===== src/rtl/spi_block_writer.sv =====
// spi_block_writer: buffers one host block and sends it as an SD SPI single-block write packet; define SPI_WRITER_CRC_EN to build the CRC16 generator
module spi_block_writer #(
    parameter int BLOCK_SIZE = 512,
    parameter int ADDR_W     = 10,
    parameter int MAX_RESP   = 8,
    parameter int MAX_BUSY   = 32767
) (
    input  logic       clk,
    input  logic       rst,
    input  logic       init_w,
    input  logic       write_en,
    input  logic [7:0] write_data,
    output logic       write_full,
    input  logic       program_start,
    output logic       prog_busy,
    output logic       prog_done,
    output logic [1:0] prog_status,
    output logic       ostart,
    output logic [7:0] otx,
    input  logic       ordy,
    input  logic [7:0] odata
);
    localparam int AW = $clog2(BLOCK_SIZE);

    typedef enum logic [3:0] {IDLE, GAP, TOKEN, FETCH, DATA, CRC_H, CRC_L, RESP, BUSY, DONE} state_t;
    state_t state, state_n;

    logic [7:0] mem [BLOCK_SIZE];
    logic [7:0] rdata, tx_byte, data_byte, crc_hi, crc_lo;
    logic [ADDR_W-1:0] wptr, idx;
    logic [15:0] cnt;
    logic [1:0] status, st_val;
    logic pend, xfer, send, fin, st_set, cnt_clr, cnt_inc, idx_inc, start, wr;

    assign start       = state == IDLE && program_start;
    assign wr          = state == IDLE && !init_w && write_en && !write_full;
    assign write_full  = wptr == ADDR_W'(BLOCK_SIZE);
    assign prog_busy   = state != IDLE;
    assign prog_done   = state == DONE;
    assign prog_status = status;
    assign xfer        = state inside {GAP, TOKEN, DATA, CRC_H, CRC_L, RESP, BUSY};
    assign send        = xfer && !pend;
    assign fin         = pend && ordy;
    assign data_byte   = idx < wptr ? rdata : 8'h00;

`ifdef SPI_WRITER_CRC_EN
    logic [15:0] crc;

    function automatic logic [15:0] crc16(input logic [15:0] c, input logic [7:0] d);
        logic [15:0] r;
        r = c ^ {d, 8'h00};
        for (int i = 0; i < 8; i++) r = r[15] ? {r[14:0], 1'b0} ^ 16'h1021 : {r[14:0], 1'b0};
        return r;
    endfunction

    // CRC restarts with each packet and absorbs every data byte as it is issued
    always_ff @(posedge clk)
        if (rst || start) crc <= 16'h0000;
        else if (state == DATA && send) crc <= crc16(crc, data_byte);

    assign crc_hi = crc[15:8];
    assign crc_lo = crc[7:0];
`else
    assign crc_hi = 8'hFF;
    assign crc_lo = 8'hFF;
`endif

    // block buffer: host writes at wptr, packet side reads idx with one cycle latency
    always_ff @(posedge clk) begin
        if (wr) mem[wptr[AW-1:0]] <= write_data;
        rdata <= mem[idx[AW-1:0]];
    end

    // state register
    always_ff @(posedge clk)
        if (rst) state <= IDLE;
        else state <= state_n;

    // next state, byte to send and response decoding
    always_comb begin
        state_n = state;
        tx_byte = 8'hFF;
        st_set  = 1'b0;
        st_val  = 2'b00;
        cnt_clr = 1'b0;
        cnt_inc = 1'b0;
        idx_inc = 1'b0;
        case (state)
            IDLE:  if (program_start) state_n = GAP;
            GAP:   if (fin) state_n = TOKEN;
            TOKEN: begin
                tx_byte = 8'hFE;
                if (fin) state_n = FETCH;
            end
            FETCH: state_n = DATA;
            DATA: begin
                tx_byte = data_byte;
                if (fin) begin
                    idx_inc = 1'b1;
                    state_n = idx == ADDR_W'(BLOCK_SIZE - 1) ? CRC_H : FETCH;
                end
            end
            CRC_H: begin
                tx_byte = crc_hi;
                if (fin) state_n = CRC_L;
            end
            CRC_L: begin
                tx_byte = crc_lo;
                if (fin) begin
                    cnt_clr = 1'b1;
                    state_n = RESP;
                end
            end
            RESP: if (fin) begin
                if ((odata & 8'h11) == 8'h01) begin
                    if ((odata & 8'h1F) == 8'h05) begin
                        cnt_clr = 1'b1;
                        state_n = BUSY;
                    end else begin
                        st_set  = 1'b1;
                        st_val  = (odata & 8'h1F) == 8'h0B ? 2'b01 : 2'b10;
                        state_n = DONE;
                    end
                end else if (cnt == 16'(MAX_RESP - 1)) begin
                    st_set  = 1'b1;
                    st_val  = 2'b11;
                    state_n = DONE;
                end else cnt_inc = 1'b1;
            end
            BUSY: if (fin) begin
                if (odata != 8'h00 || cnt == 16'(MAX_BUSY - 1)) begin
                    st_set  = 1'b1;
                    st_val  = odata != 8'h00 ? 2'b00 : 2'b11;
                    state_n = DONE;
                end else cnt_inc = 1'b1;
            end
            DONE:    state_n = IDLE;
            default: state_n = IDLE;
        endcase
    end

    // transfer handshake, pointers, poll counter and status
    always_ff @(posedge clk)
        if (rst) begin
            pend   <= 1'b0;
            ostart <= 1'b0;
            otx    <= 8'hFF;
            idx    <= '0;
            wptr   <= '0;
            cnt    <= '0;
            status <= 2'b00;
        end else begin
            ostart <= send;
            if (send) begin
                otx  <= tx_byte;
                pend <= 1'b1;
            end else if (fin) pend <= 1'b0;
            if (start) idx <= '0;
            else if (idx_inc) idx <= idx + 1'b1;
            if (state == DONE || (state == IDLE && init_w)) wptr <= '0;
            else if (wr) wptr <= wptr + 1'b1;
            if (cnt_clr) cnt <= '0;
            else if (cnt_inc) cnt <= cnt + 16'd1;
            if (st_set) status <= st_val;
        end
endmodule


===== config.mk =====
export PLATFORM = sky130hd
export DESIGN_NAME = spi_block_writer
export DESIGN_NICKNAME = d
export VERILOG_FILES = /design/src/rtl/spi_block_writer.sv
export SDC_FILE = /design/constraint.sdc
export NUM_CORES = 2
export LEC_CHECK = 0
export CAP_MARGIN = 25
export CORE_ASPECT_RATIO = 1.1
export CORE_MARGIN = 2
export CORE_UTILIZATION = 60
export DETAILED_ROUTE_END_ITERATION = 10
export MAX_ROUTING_LAYER = met4
export PLACE_DENSITY = 0.86
export SKIP_LAST_GASP = 1
export SLEW_MARGIN = 10
export SYNTH_ARGS = -nofsm -noshare
export SYNTH_HDL_FRONTEND = slang
export SYNTH_SLANG_ARGS = --single-unit

===== constraint.sdc =====
create_clock -name clk -period 3.38 [get_ports clk]
set_clock_uncertainty 0.2 [all_clocks]
set_input_delay 0.338 -clock clk [delete_from_list [all_inputs] [get_ports clk]]
set_output_delay 0.338 -clock clk [all_outputs]
set_load 0.02 [all_outputs]

==> results of run 1 <==
[through the flow]
step           util, %  cell area, µm²  instances  TNS [ps]  setup WS [ps]
4_1_cts           70.8          190000      12800      -820           -154
3_5_place_dp      65.5          176000      12100     -5810          -1030
3_3_place_gp      65.5          176000      12100     -6020          -1330
2_1_floorplan        -          162000       7656         0            401
[layer usage]
metal / track usage [%] / GRT overflow
met3: 59.3 / 6
met4: 61.1 / 14
met5: - / -
met2: 78.3 / 4
met1: 59.9 / 2
[timing repair]
action / in CTS
hold endpoints to repair: 872
pin swaps: 20
endpoints found under the setup margin: 141
gates cloned: 19
buffers inserted: 66
hold buffers: 9
resized for setup: 176
[logic make-up after synthesis]
| logic type | count (synthesis) | share of synthesized area [%] |
|---|---|---|
| xor gates and xnor gates | 27 | 0.146 |
| and+or+nand+nor | 1019 | 2.59 |
| DFF | 4156 | 76.7 |
| muxes | 1350 | 16.2 |
| buffers and inverters | 497 | 1.74 |
| adders and majority gates | 16 | 0.124 |
| AOI/OAI and AO/OA | 591 | 2.47 |
==> run summary, run 1 <==
Total grt overflow: 26
Number of synthesized flops with an enable pin: 4096
Synth top area share: 76.0%
Yosys warns: 0
Top post-synthesis cells by area: edfxtp_1 76%, mux4_2 14%, mux2i_1 2.0%
Sink Count: 4156
Initial antenna violation count: 159
Fraction of registers with async set or reset after synthesis: 0%
Initial Util: 60.2%
Post-Synthesis Cells: 7656
Root Driver: clkbuf_16
CTS max path bufs: 4
Die W: 499 µm
Outcome: did not finish
IO buf count: 35
GR Util All Layers: 65.6%
Most numerous cell in the Yosys netlist: edfxtp_1
Run Error: [ERROR GRT-0232] Routing congestion too high. Check the congestion heatmap in the GUI.
Syn Std Cell Area: 162000 µm²
Yosys cell types: 82
H-tree levels: 5
WEP type: register data pin
Dominant synthesized flop cell: edfxtp_1
Die height: 549 µm
Last worst endpoint in the global-route repair_timing: rdata[1]$_DFF_P_/D
Commonest cells post-synth: 4096 x edfxtp_1, 1015 x mux4_2, 616 x nor2_1
#FFs+latches synth: 4156
Syn nets: 7694
Stop stage: 5_1_grt
GPL Wtd Cong: 0.981
Num rows: 200
I/O pin count: 36
Sequential share of the synthesized area: 76.7%
CTS Buf Count: 372
Leading area contributor after synthesis: edfxtp_1
Syn_area_per_cell: 21.1 µm²
Pin count of the biggest net entering global routing: 159
Final HPWL DP: 291000 µm
==> run 2, diff against run 1 <==
Settings changed: CORE_ASPECT_RATIO 1.1 to not set, CORE_UTILIZATION 60 to 40, MAX_ROUTING_LAYER met4 to not set, PLACE_DENSITY 0.86 to not set, PLACE_DENSITY_LB_ADDON set to 0.15.
==> run 2 against run 1 <==
Against the previous run:
- the flow now finishes, with violations (setup timing)
- synthesized cell count unchanged
- synthesized area unchanged
==> run summary, run 2 <==
Layout Cells excl Fill: 15100
Core footprint: 403000 µm²
CTS tree: done
Syn nets: 7694 (unchanged)
Clock transition at path regs: 60 ps
Most numerous cell in the Yosys netlist: edfxtp_1
Utilization after layout: 49.1%
Die height: 640 µm (+17%)
Path type of the worst setup path: flop to flop
Layout area overhead: 22.1%
Post-Synthesis Cells: 7656 (unchanged)
Final Max Tran Viols: 0
WL/cell: 32.7 µm
Syn_area_per_cell: 21.1 µm² (unchanged)
Setup WS pre-CTS: -694 ps (+336 ps)
RSZ-0062 raised after global routing: true
H-tree levels: 5 (unchanged)
Die W: 640 µm (+28%)
Commonest cells post-synth: 4096 x edfxtp_1, 1015 x mux4_2, 616 x nor2_1
Setup tns final: -1240 ps
Final hold vios: 0
Most common cell after layout, fill and taps aside: edfxtp_1
Outcome: finished with violations
Cell Chain, Critical Path: buf_12, clkbuf_16, buf_16, buf_12, mux4_2, mux4_2, a22oi_2, buf_4, a311oi_2, nor4_2, a31oi_1
Antenna Nets Post-Route: 0
Initial Util: 40.2% (-20 points)
CTS max path bufs: 4 (unchanged)
Max_cap viols: 0
Failing checks: setup timing
R2R Setup Slk: -190 ps
Endpoint, Worst Hold: state[0]$_SDFFE_PP0P_
Yosys cell types: 82 (unchanged)
Vias in the first global route: 87100
I/O pin count: 36 (unchanged)
Final WS setup: -191 ps
DR pass1 iterations: 7
Sequential share of the synthesized area: 76.7% (unchanged)
Post-placement cell count: 14200 (+17%)
Number of synthesized flops with an enable pin: 4096 (unchanged)
Largest stage delay on the critical path: 560 ps
Nets: 9397
Fraction of layout cells with a size suffix above 1: 36.1%
Leakage power: 63.4 nW
Top post-synthesis cells by area: edfxtp_1 76%, mux4_2 14%, mux2i_1 2.0%
Slew headroom: 25.5%
Crit share post-route: 106%
CP Data Arrival Time: 4260 ps
Cell area power density: 551 nW/µm²
WHS Path Cells: 6
Fraction of registers with async set or reset after synthesis: 0% (unchanged)
Die area: 410000 µm²
RR Startpoint: idx[0]$_SDFFE_PP0P_
Dominant synthesized flop cell: edfxtp_1
Pin count of the biggest net entering global routing: 160
Yosys warns: 0 (unchanged)
Final wirelength: 496000 µm
Number of flip-flops in the largest register: 4096
Max frequency: 280 MHz
Syn Std Cell Area: 162000 µm² (unchanged)
Worst Setup End Kind: flop
Filler cells: 33000
Hold/Removal Path Class: input pin to flop
Worst Max-Slew Pin Slew: 1120 ps
Most frequent cells in the layout: 4096 x edfxtp_1, 1428 x buf_4, 1015 x mux4_2
Total grt overflow: 0
Final HPWL DP: 317000 µm (+9.1%)
Initial antenna violation count: 32
Tmin final: 3570 ps
GPL Wtd Cong: 0.864 (-12%)
Leading area contributor after synthesis: edfxtp_1
Num rows: 233 (+17%)
Root Driver: clkbuf_16
#FFs+latches synth: 4156 (unchanged)
CTS Buf Count: 435 (+17%)
Critical Path Fanout Max: 11
IO buf count: 35 (unchanged)
Worst-Skew Late Latency: 1020 ps
Global-route wire length before repair: 686000 µm
Routed vias/inst: 5.69
Synth top area share: 76.0% (unchanged)
Via count: 86200
Hold_sp: odata[2]
Final setup vio count: 8
FF-to-FF path depth: 11
Critical path startpoint category: flop
Buf/Inv on CP: 5
Sink Count: 4156 (unchanged)
GR Util All Layers: 23.7%
Worst Path Required: 4060 ps
Initial DRC Count: 10400
Slowest-stage cell, CP: mux4_2
Top delay family on crit path: multiplexers
Endpoint of the worst register-to-register path: rdata[1]$_DFF_P_
DR DRC count: 0
Peak VDD IR: 0.000470 V
## run 2: cell type report
cell class	instances	area, µm²	share of cell area, %
sequential	4156	124000	62.9
timing repair buffer	1737	16400	8.30
tap	5405	6760	3.42
clock inverter	271	2950	1.49
inverter	26	116	0.0589
multi-input combinational	3003	35800	18.1
antenna	5	12.5	0.00633
clock buffer	534	11400	5.75
## run 2: worst reg2reg max path, delay by kind of cell, from the launching register on
family / cells / cell delay (ps)
simple gates: 1 / 280
compound gates: 3 / 540
mux: 2 / 1100
flops: 1 / 390
buf+inv: 5 / 940
## run 2: metrics by stage
step	instance area (µm²)	total power, mW	hold slack (ps)
6_report	198000	109	129
5_1_grt	198000	112	120
4_1_cts	196000	110	52.3
3_5_place_dp	181000	61.5	310
3_3_place_gp	181000	61.4	286
2_1_floorplan	162000	59.4	237
## run 2: cells by family after synthesis
family | share of synthesized area [%]
AOI/OAI and AO/OA | 2.47
DFF | 76.7
muxes | 16.2
buffers and inverters | 1.74
xor gates and xnor gates | 0.146
and+or+nand+nor | 2.59
adders and majority gates | 0.124
## run 2: worst max path at each step
stage,startpoint,endpoint,slack (ps),cells after the start
floorplan,idx[1]$_SDFFE_PP0P_,rdata[7]$_DFF_P_,400,9
global placement,idx[0]$_SDFFE_PP0P_,rdata[0]$_DFF_P_,-1080,10
detailed placement,idx[0]$_SDFFE_PP0P_,rdata[6]$_DFF_P_,-690,13
CTS,idx[0]$_SDFFE_PP0P_,rdata[6]$_DFF_P_,-280,13
global route,idx[0]$_SDFFE_PP0P_,rdata[5]$_DFF_P_,-230,14
finish,idx[0]$_SDFFE_PP0P_,rdata[1]$_DFF_P_,-190,11
## run 2: power breakdown
group          switching, mW  leakage, nW  internal, mW
clock network           20.4         6.96          27.9
logic                   2.40         19.1          1.51
registers              0.102         37.3          56.7
total                   22.9         63.4          86.1
## run 2: what timing repair did
action,4_1_cts,5_1_grt
hold buffers,17,0
pin swaps,2,33
endpoints found under the setup margin,11,20
resized for setup,50,177
gates cloned,2,14
buffers inserted,6,117
endpoints found under the hold margin,1894,0
## run 2: layer usage
layer,up-vias,share of wire [%],track usage (%)
li1,35400,-,-
met1,46600,42,34.1
met2,3525,47,37.8
met3,697,7.7,3.74
met4,10,3.2,6.67
met5,-,0.011,0
No activity file was read; power rests on OpenSTA's default activity.
